<file path="src/rtl/op_dispatcher_if.sv">
// Request, execution-unit and result signals of the op_dispatcher.
// The dispatcher uses the slave side; the input stage, units and display
// stage together form the master side.
interface op_dispatcher_if #(
  parameter int N = 16
);
  logic                   in_valid;
  logic signed [N-1:0]    in_a;
  logic signed [N-1:0]    in_b;
  logic [3:0]             in_opcode;
  logic                   abort;

  logic [5:0]             unit_start;
  logic [5:0]             unit_abort;
  logic [3:0]             unit_op;
  logic signed [N-1:0]    unit_a;
  logic signed [N-1:0]    unit_b;
  logic [5:0]             unit_done;
  logic [5:0]             unit_err;
  logic [6*2*N-1:0]       unit_res;

  logic                   busy;
  logic                   res_valid;
  logic signed [2*N-1:0]  result;
  logic [2:0]             err_code;
  logic                   overrun;

  modport slave (
    input  in_valid, in_a, in_b, in_opcode, abort,
    input  unit_done, unit_err, unit_res,
    output unit_start, unit_abort, unit_op, unit_a, unit_b,
    output busy, res_valid, result, err_code, overrun
  );

  modport master (
    output in_valid, in_a, in_b, in_opcode, abort,
    output unit_done, unit_err, unit_res,
    input  unit_start, unit_abort, unit_op, unit_a, unit_b,
    input  busy, res_valid, result, err_code, overrun
  );
endinterface

</file>
<file path="src/rtl/op_dispatcher.sv">
// Request sequencer for the calculator: latches one request, pre-checks the
// operands, starts exactly one execution unit, supervises it with a timeout
// and hands one result plus status code to the display stage.
//
// state  | meaning
// IDLE   | waiting for in_valid; operands/opcode latched on acceptance
// CHECK  | decode opcode, reject illegal operand cases
// ISSUE  | unit_start pulse visible, timeout counter cleared
// WAIT   | waiting for the selected unit's done, counter running
// DONE   | res_valid pulse visible with new result/err_code
//
// Opcode encoding: 0 SUM, 1 SUB, 2 MUL, 3 DIV, 4 SQRT, 5 POW, 6 LOG, 7 EXP,
// 8 SIN, 9 COS, 10 TAN; 11..15 unmapped.
module op_dispatcher #(
  parameter int N       = 16,
  parameter int TIMEOUT = 4096
) (
  input logic         clk,
  input logic         rst_n,
  op_dispatcher_if.slave bus
);

  localparam int RW = 2 * N;
  localparam int CW = $clog2(TIMEOUT);

  localparam logic [3:0] OP_SUM  = 4'd0;
  localparam logic [3:0] OP_SUB  = 4'd1;
  localparam logic [3:0] OP_MUL  = 4'd2;
  localparam logic [3:0] OP_DIV  = 4'd3;
  localparam logic [3:0] OP_SQRT = 4'd4;
  localparam logic [3:0] OP_POW  = 4'd5;
  localparam logic [3:0] OP_LOG  = 4'd6;
  localparam logic [3:0] OP_EXP  = 4'd7;
  localparam logic [3:0] OP_SIN  = 4'd8;
  localparam logic [3:0] OP_COS  = 4'd9;
  localparam logic [3:0] OP_TAN  = 4'd10;

  localparam logic [2:0] EC_OK      = 3'd0;
  localparam logic [2:0] EC_BADOP   = 3'd1;
  localparam logic [2:0] EC_DIV0    = 3'd2;
  localparam logic [2:0] EC_DOMAIN  = 3'd3;
  localparam logic [2:0] EC_TIMEOUT = 3'd4;
  localparam logic [2:0] EC_UNITERR = 3'd5;

  // The abort is issued one cycle early so that it lands on the last WAIT cycle.
  localparam logic [CW-1:0] CNT_PRE  = CW'(TIMEOUT - 2);
  localparam logic [CW-1:0] CNT_LAST = CW'(TIMEOUT - 1);

  typedef enum logic [2:0] {
    S_IDLE,
    S_CHECK,
    S_ISSUE,
    S_WAIT,
    S_DONE
  } state_t;

  state_t        state;
  logic [CW-1:0] cnt;
  logic [2:0]    sel;
  logic [5:0]    sel_oh;

  logic [2:0]    dec_sel;
  logic          dec_bad;
  logic          dec_div0;
  logic          dec_dom;

  logic [RW-1:0] res_sel;
  logic          done_sel;
  logic          err_sel;

  // Map the latched opcode to its unit and flag illegal operand combinations.
  always_comb begin
    dec_sel  = 3'd0;
    dec_bad  = 1'b0;
    dec_div0 = 1'b0;
    dec_dom  = 1'b0;
    case (bus.unit_op)
      OP_SUM, OP_SUB: dec_sel = 3'd0;
      OP_MUL:         dec_sel = 3'd1;
      OP_DIV: begin
        dec_sel  = 3'd2;
        dec_div0 = (bus.unit_b == '0);
      end
      OP_SQRT: begin
        dec_sel = 3'd3;
        dec_dom = bus.unit_a[N-1];
      end
      OP_POW, OP_EXP: dec_sel = 3'd4;
      OP_LOG: begin
        dec_sel = 3'd4;
        dec_dom = bus.unit_a[N-1] || (bus.unit_a == '0);
      end
      OP_SIN, OP_COS, OP_TAN: dec_sel = 3'd5;
      default: dec_bad = 1'b1;
    endcase
  end

  // Pick the selected unit's done, error and result slice; other units are ignored.
  always_comb begin
    res_sel  = '0;
    done_sel = 1'b0;
    err_sel  = 1'b0;
    sel_oh   = 6'b000001 << sel;
    for (int k = 0; k < 6; k++) begin
      if (sel == 3'(k)) begin
        res_sel  = bus.unit_res[k*RW +: RW];
        done_sel = bus.unit_done[k];
        err_sel  = bus.unit_err[k];
      end
    end
  end

  // Sequencer with registered outputs; abort overrides every other transition.
  always_ff @(posedge clk) begin
    if (!rst_n) begin
      state          <= S_IDLE;
      cnt            <= '0;
      sel            <= 3'd0;
      bus.unit_start <= '0;
      bus.unit_abort <= '0;
      bus.unit_op    <= '0;
      bus.unit_a     <= '0;
      bus.unit_b     <= '0;
      bus.busy       <= 1'b0;
      bus.res_valid  <= 1'b0;
      bus.result     <= '0;
      bus.err_code   <= EC_OK;
      bus.overrun    <= 1'b0;
    end else begin
      bus.unit_start <= '0;
      bus.unit_abort <= '0;
      bus.res_valid  <= 1'b0;
      if (bus.in_valid && state != S_IDLE) begin
        bus.overrun <= 1'b1;
      end
      if (bus.abort) begin
        if (state == S_WAIT) begin
          bus.unit_abort <= sel_oh;
        end
        state    <= S_IDLE;
        bus.busy <= 1'b0;
      end else begin
        case (state)
          S_IDLE: begin
            if (bus.in_valid) begin
              bus.unit_a  <= bus.in_a;
              bus.unit_b  <= bus.in_b;
              bus.unit_op <= bus.in_opcode;
              bus.busy    <= 1'b1;
              state       <= S_CHECK;
            end
          end
          S_CHECK: begin
            sel <= dec_sel;
            if (dec_bad || dec_div0 || dec_dom) begin
              bus.result    <= '0;
              bus.err_code  <= dec_bad ? EC_BADOP : (dec_div0 ? EC_DIV0 : EC_DOMAIN);
              bus.res_valid <= 1'b1;
              state         <= S_DONE;
            end else begin
              bus.unit_start <= 6'b000001 << dec_sel;
              state          <= S_ISSUE;
            end
          end
          S_ISSUE: begin
            cnt   <= '0;
            state <= S_WAIT;
          end
          S_WAIT: begin
            if (done_sel) begin
              bus.result    <= res_sel;
              bus.err_code  <= err_sel ? EC_UNITERR : EC_OK;
              bus.res_valid <= 1'b1;
              state         <= S_DONE;
            end else if (cnt == CNT_LAST) begin
              bus.result    <= '0;
              bus.err_code  <= EC_TIMEOUT;
              bus.res_valid <= 1'b1;
              state         <= S_DONE;
            end else begin
              if (cnt == CNT_PRE) begin
                bus.unit_abort <= sel_oh;
              end
              cnt <= cnt + 1'b1;
            end
          end
          S_DONE: begin
            bus.busy <= 1'b0;
            state    <= S_IDLE;
          end
          default: begin
            bus.busy <= 1'b0;
            state    <= S_IDLE;
          end
        endcase
      end
    end
  end

endmodule

</file>
<file path="src/flat_wrapper.sv">
// flat-port wrapper written by rule: the top's interface ports become plain ports
module op_dispatcher_flat 
#(
  parameter int N       = 16,
  parameter int TIMEOUT = 4096
)
  (clk, rst_n, bus_in_valid, bus_in_a, bus_in_b, bus_in_opcode, bus_abort, bus_unit_done, bus_unit_err, bus_unit_res, bus_unit_start, bus_unit_abort, bus_unit_op, bus_unit_a, bus_unit_b, bus_busy, bus_res_valid, bus_result, bus_err_code, bus_overrun);
  op_dispatcher_if #(.N(N)) bus_i ();
  input logic clk;
  input logic rst_n;
  input wire logic [$bits(bus_i.in_valid)-1:0] bus_in_valid;
  input wire logic [$bits(bus_i.in_a)-1:0] bus_in_a;
  input wire logic [$bits(bus_i.in_b)-1:0] bus_in_b;
  input wire logic [$bits(bus_i.in_opcode)-1:0] bus_in_opcode;
  input wire logic [$bits(bus_i.abort)-1:0] bus_abort;
  input wire logic [$bits(bus_i.unit_done)-1:0] bus_unit_done;
  input wire logic [$bits(bus_i.unit_err)-1:0] bus_unit_err;
  input wire logic [$bits(bus_i.unit_res)-1:0] bus_unit_res;
  output wire logic [$bits(bus_i.unit_start)-1:0] bus_unit_start;
  output wire logic [$bits(bus_i.unit_abort)-1:0] bus_unit_abort;
  output wire logic [$bits(bus_i.unit_op)-1:0] bus_unit_op;
  output wire logic [$bits(bus_i.unit_a)-1:0] bus_unit_a;
  output wire logic [$bits(bus_i.unit_b)-1:0] bus_unit_b;
  output wire logic [$bits(bus_i.busy)-1:0] bus_busy;
  output wire logic [$bits(bus_i.res_valid)-1:0] bus_res_valid;
  output wire logic [$bits(bus_i.result)-1:0] bus_result;
  output wire logic [$bits(bus_i.err_code)-1:0] bus_err_code;
  output wire logic [$bits(bus_i.overrun)-1:0] bus_overrun;
  assign bus_i.in_valid = bus_in_valid;
  assign bus_i.in_a = bus_in_a;
  assign bus_i.in_b = bus_in_b;
  assign bus_i.in_opcode = bus_in_opcode;
  assign bus_i.abort = bus_abort;
  assign bus_i.unit_done = bus_unit_done;
  assign bus_i.unit_err = bus_unit_err;
  assign bus_i.unit_res = bus_unit_res;
  assign bus_unit_start = bus_i.unit_start;
  assign bus_unit_abort = bus_i.unit_abort;
  assign bus_unit_op = bus_i.unit_op;
  assign bus_unit_a = bus_i.unit_a;
  assign bus_unit_b = bus_i.unit_b;
  assign bus_busy = bus_i.busy;
  assign bus_res_valid = bus_i.res_valid;
  assign bus_result = bus_i.result;
  assign bus_err_code = bus_i.err_code;
  assign bus_overrun = bus_i.overrun;
  op_dispatcher #(.N(N), .TIMEOUT(TIMEOUT)) u_core (.clk(clk), .rst_n(rst_n), .bus(bus_i));
endmodule
</file>
<file path="config.mk">
export PLATFORM = sky130hd
export DESIGN_NAME = op_dispatcher_flat
export DESIGN_NICKNAME = d
export VERILOG_FILES = /design/src/rtl/op_dispatcher_if.sv /design/src/rtl/op_dispatcher.sv /design/src/flat_wrapper.sv
export SDC_FILE = /design/constraint.sdc
export NUM_CORES = 1
export LEC_CHECK = 0
export BUFFER_PORTS_ARGS = -buffer_cell sky130_fd_sc_hd__buf_2
export CAP_MARGIN = 30
export CORE_AREA = 2 2 128 130
export CTS_CLUSTER_SIZE = 30
export DETAILED_ROUTE_END_ITERATION = 10
export DIE_AREA = 0 0 130 132
export PLACE_DENSITY = 0.69
export SLEW_MARGIN = 20
export SYNTH_ARGS = -nofsm -noshare
export SYNTH_HDL_FRONTEND = slang
export SYNTH_SLANG_ARGS = --single-unit
</file>
<file path="constraint.sdc">
create_clock -name clk -period 5.3 [get_ports clk]
set_input_delay 0.265 -clock clk [delete_from_list [all_inputs] [get_ports clk]]
set_output_delay 0.265 -clock clk [all_outputs]
set_load 0.02 [all_outputs]
</file>
==> results of run 1 <==
==> final cells by class <==
class,instances,area (sq um),area share
multi-input combinational,510,3468,0.4397
sequential,104,2087,0.2646
timing repair buffer,340,1740,0.2206
tap,216,270.3,0.03426
clock buffer,10,229.0,0.02902
clock inverter,6,56.30,0.007137
inverter,8,30.03,0.003807
antenna,3,7.507,0.0009516
==> per-layer routing <==
metal | track usage | part of all wire
met5 | 0 | 0.00090
met4 | 0.08781 | 0.030
met3 | 0.05195 | 0.067
met2 | 0.3773 | 0.48
met1 | 0.2932 | 0.42
==> cell families after synthesis <==
group                      after synthesis
adders and majority gates                2
and+or+nand+nor                        273
DFF                                    104
AOI/OAI and AO/OA                      139
buffers and inverters                   58
muxes                                   96
==> state kept, by name, indices dropped and copies added, names as in the netlist, 3 cells and up <==
signal and cells:
u_core.bus.unit_a 16, u_core.bus.unit_abort 6, u_core.cnt 12, u_core.state 3, u_core.bus.unit_start 6, u_core.bus.result 32
u_core.bus.unit_b 16, u_core.bus.err_code 3, u_core.sel 3, u_core.bus.unit_op 4
==> per-stage QoR <==
step	instance area, sq um	std cells	total power [mW]	setup slack [ns]
2_1_floorplan	5839	672	0.9692	3.209
3_3_place_gp	7570	1176	1.099	2.586
3_5_place_dp	7596	1178	1.103	2.537
4_1_cts	7881	1194	1.763	2.501
5_1_grt	7886	1196	1.820	2.350
6_report	7889	1197	1.737	2.512
==> synth_stat cells, types with 2 or more instances <==
cell | number | share of area
nand2_1 | 181 | 0.12
dfxtp_1 | 104 | 0.36
mux2i_1 | 63 | 0.11
a21oi_1 | 50 | 0.043
o21ai_0 | 41 | 0.035
mux4_2 | 33 | 0.13
clkbuf_1 | 29 | 0.019
nor2_1 | 18 | 0.012
nand3_1 | 15 | 0.013
buf_2 | 11 | 0.0094
nor4_1 | 11 | 0.012
nor3_1 | 9 | 0.0077
nand2b_1 | 7 | 0.0075
o22ai_1 | 7 | 0.0075
inv_1 | 6 | 0.0039
o2111ai_1 | 6 | 0.0090
or4_1 | 6 | 0.0077
a31oi_1 | 5 | 0.0054
nor2b_1 | 5 | 0.0054
buf_1 | 4 | 0.0026
nand4_1 | 4 | 0.0043
o21ai_1 | 4 | 0.0034
a2111oi_0 | 3 | 0.0045
a211oi_1 | 3 | 0.0039
and3_1 | 3 | 0.0032
buf_12 | 3 | 0.010
o311ai_0 | 3 | 0.0045
or3_1 | 3 | 0.0032
a31o_2 | 2 | 0.0030
and2_1 | 2 | 0.0021
buf_6 | 2 | 0.0039
ha_1 | 2 | 0.0043
o211ai_1 | 2 | 0.0026
o221a_2 | 2 | 0.0039
==> critical path: stages (launching register included) <==
cell	delay (ns)
dfxtp_1	0.32
nor4_1	0.32
nand4_1	0.16
nor3_1	0.67
nor3_2	0.18
a211oi_4	0.23
buf_4	0.53
mux2i_1	0.27
==> power breakdown <==
part	internal, mW	switching [mW]	total (mW)
Sequential	0.796	0.0175	0.813
Combinational	0.139	0.132	0.271
Clock	0.331	0.322	0.653
Total	1.27	0.472	1.74
==> path summary, 6_finish.rpt <==
kind	startpoint	endpoint	slack [ns]
min	bus_in_a[14]	u_core.bus.unit_a[14]	0.14
min reg2reg	u_core.bus.err_code[1]	u_core.bus.err_code[1]	0.45
max reg2reg	u_core.bus.unit_b[10]	u_core.bus.result[28]	2.51
max	u_core.bus.unit_b[10]	u_core.bus.result[28]	2.51
==> results.txt, run 1 <==
outcome - finished clean
critical path data arrival time - 3.06 ns
worst vdd ir - 0.0001672 V
Via density - 5.161
fillers - 1557
die height - 132 um
pwr/cell area - 220.2 nW/um^2
Worst-path clk slew - 0.08 ns
Min Hold Slack - 0.1376 ns
setup TNS - 0 ns
root buf cell - clkbuf_16
I/O pin count - 330
crit start category - flip-flop
DIE AREA - 17160 sq um
Post-synth EDFFs - 0
Area Growth Syn to Fin - 35.10%
min-delay worst type - input port to flip-flop
r2r worst-path depth - 7
WP data required - 5.58 ns
FF+latch count, synth - 104
Max-Cap Viols - 0
fraction of the mapped netlist area in adder cells - 0.004285
largest fanout on the critical path - 35
die width - 130 um
largest family of logic cells by synthesized area - multiplexers
leakage power - 3.323 nW
vias in the first global route - 5996
Post-synth top flop - dfxtp_1
# DRC - 0
RSZ-0062 raised after global routing - false
via count - 6178
fraction of registers with async set/reset - 0
Initial Utilization - 0.3716
htree depth - 3
syn_area_per_cell - 8.690 sq um
post-CTS setup buffers - 0
clk sinks - 104
WHS Path Cells - 3
fin util - 0.5021
simple-gate share of the synthesized area - 0.2076
# resized after CTS - 0
largest net degree at the start of global routing - 51
Setup Viol. Count Final - 0
Total GRT Usage - 0.2300
GRT overflow - 0
mux contribution to synthesized area - 0.2353
period utilization - 0.5261
Max Fclk - 358.7 MHz
commonest non-fill, non-tap cell in the layout - buf_2
Setup Crit Path Kind - flip-flop to flip-flop
Slew headroom - 0.4789
CTS tree - done
cell area after synthesis - 5839 sq um
gpl congestion - 0.8992
Worst Skew - 0.01072 ns
Post-Route WL - 19940 um
Nets - 1219
Avg WL per Cell - 16.66 um
post-synthesis instance total - 672
Core Region - 15710 sq um
Synth Area in XOR/XNOR - 0
Slew @ Worst Pin - 0.7757 ns
Hold-fix buffers, CTS - 0
layout cells sized above 1 - 0.4141
library cells used by synthesis - 57
Clock Latency Late Sink - 0.35 ns
# rows - 46
most frequent cells in the layout - 329 x buf_2, 181 x nand2_1, 102 x dfxtp_1
final hold vios - 0
syn_nets - 918
DP HPWL - 15460 um
Seq/Total Area, Yosys - 0.3565
Iter 0 DRT Violations - 327
drt first pass iters - 6
first-pass GRT wire length - 31190 um
initial antenna violation count - 5
CTS buffer count - 9
CP endpoint kind - flip-flop
number of port buffers - 329
Min Clock Period, post-route - 2.788 ns
compound-gate portion of the synthesized area - 0.1451
Slew Viols, Final - 0
Routed Antenna Nets - 0
Clock Tree Buf Depth - 2
Syn. warnings - 0
(Power assumes the default switching activity.)
==> run 2, diff against run 1 <==
clock period = 2.9 ns   (was 5.3 ns; I/O delays follow)
==> results.txt, run 2 (synthesis results as in run 1) <==
DIE AREA - 17160 sq um
htree depth - 3
die width - 130 um
CTS tree - done
period utilization - 0.8146
Min Clock Period, post-route - 2.362 ns
CP endpoint kind - flip-flop
Worst Skew - 0.01096 ns
layout cells sized above 1 - 0.4187
Slew @ Worst Pin - 0.5730 ns
Clock Tree Buf Depth - 2
most frequent cells in the layout - 329 x buf_2, 181 x nand2_1, 102 x dfxtp_1
fillers - 1550
clk sinks - 104
largest net degree at the start of global routing - 61
# DRC - 0
fin util - 0.5068
Slew Viols, Final - 0
Total GRT Usage - 0.2235
Max-Cap Viols - 0
Routed Antenna Nets - 0
Setup Crit Path Kind - flip-flop to flip-flop
initial antenna violation count - 2
Clock Latency Late Sink - 0.36 ns
crit start category - flip-flop
R2R Setup Slk - 0.54 ns
pwr/cell area - 403.5 nW/um^2
CTS buffer count - 9
Slowest Stage Delay on Critical Path - 0.46 ns
WP data required - 3.15 ns
Final Cell Area - 7963 sq um
Avg WL per Cell - 16.42 um
leakage power - 3.369 nW
Hold-fix buffers, CTS - 0
number of port buffers - 329
Nets - 1225
Min Hold Slack - 0.01279 ns
area occupied by multi-input gates - 3468 sq um
total power - 3.213 mW
Reg with most FFs - u_core.bus.result
I/O pin count - 330
final hold vios - 0
worst vdd ir - 0.0002720 V
root buf cell - clkbuf_16
first-pass GRT wire length - 30220 um
largest fanout on the critical path - 15
commonest non-fill, non-tap cell in the layout - buf_2
biggest regs - u_core.bus.result: 32 flops, u_core.bus.unit_a: 16 flops, u_core.bus.unit_b: 16 flops
outcome - finished clean
Area Growth Syn to Fin - 36.36%
RSZ-0062 raised after global routing - false
max reg flops - 32
critical path data arrival time - 2.61 ns
Post-Route WL - 19730 um
Worst-path clk slew - 0.08 ns
DP HPWL - 15380 um
setup TNS - 0 ns
Setup Viol. Count Final - 0
Reg area - 2087 sq um
dpl cell area - 7647 sq um
Via density - 5.148
# resized after CTS - 0
drt first pass iters - 5
min-delay worst type - input port to flip-flop
GRT overflow - 0
vias in the first global route - 5884
critical-path cell list - ha_1, inv_1, or3_1, or2_1, nand2_1, a2111oi_0, o221a_2
Slew headroom - 0.6180
post-CTS setup buffers - 0
gpl congestion - 0.9267
die height - 132 um
Core Region - 15710 sq um
Initial Utilization - 0.3716
via count - 6188
Iter 0 DRT Violations - 354
Max Fclk - 423.3 MHz
slowest stage cell, crit path - dfxtp_1
# rows - 46
run 2: changes by cell type in the layout (fill, tap and decap cells not counted), sizes merged:
cell / change
buf: +6
clkinv: +2
clkbuf: -1
clkinvlp: -1
diode: -1
run 2: stage by stage:
| stage | setup slack (ns) | instances |
|---|---|---|
| after detailed placement | 0.5636 | 1183 |
| after global placement | 0.6183 | 1183 |
| after CTS | 0.5415 | 1199 |
| after floorplan | 0.8086 | 672 |
| final | 0.5376 | 1202 |
| after global routing | 0.3495 | 1201 |
run 2: layout make-up:
| type | instances | share of cell area |
|---|---|---|
| multi-input cells | 510 | 0.4356 |
| clock inverters | 7 | 0.008799 |
| well taps | 216 | 0.03394 |
| diodes | 2 | 0.0006285 |
| inverters | 8 | 0.003771 |
| flip-flops and latches | 104 | 0.2621 |
| repair buffers | 346 | 0.2269 |
| clock buffers | 9 | 0.02828 |
run 2: critical path: cells and delay by family (launching register included):
kind	cells	cell delay, ns
AO/OA/AOI/OAI	2	0.45
adder cells (fa/ha/maj)	1	0.28
buffers and inverters	1	0.09
flip-flops	1	0.46
AND/OR/NAND/NOR	3	0.98
run 2: worst paths after layout:
kind,cells past startpoint,to,from
worst min-delay path,3,u_core.bus.unit_a[8],bus_in_a[8]
worst min register to register,2,u_core.bus.result[24],u_core.bus.result[24]
worst max register to register,7,u_core.cnt[10],u_core.cnt[1]
worst max-delay path,7,u_core.cnt[10],u_core.cnt[1]
run 2: power by group:
group	internal (mW)	leakage, nW	switching [mW]	total [mW]
clock network	0.611	0.149	0.614	1.22
registers	1.45	0.843	0.0259	1.48
logic	0.258	2.38	0.251	0.508
run 2: metal layers:
| layer | GRT usage | vias up | wire length [um] |
|---|---|---|---|
| met2 | 0.3674 | 237 | 9503 |
| met3 | 0.05317 | 27 | 1385 |
| met1 | 0.2857 | 2883 | 8425 |
| li1 | - | 3041 | - |
| met4 | 0.07826 | 0 | 417 |
| met5 | 0 | - | 0 |
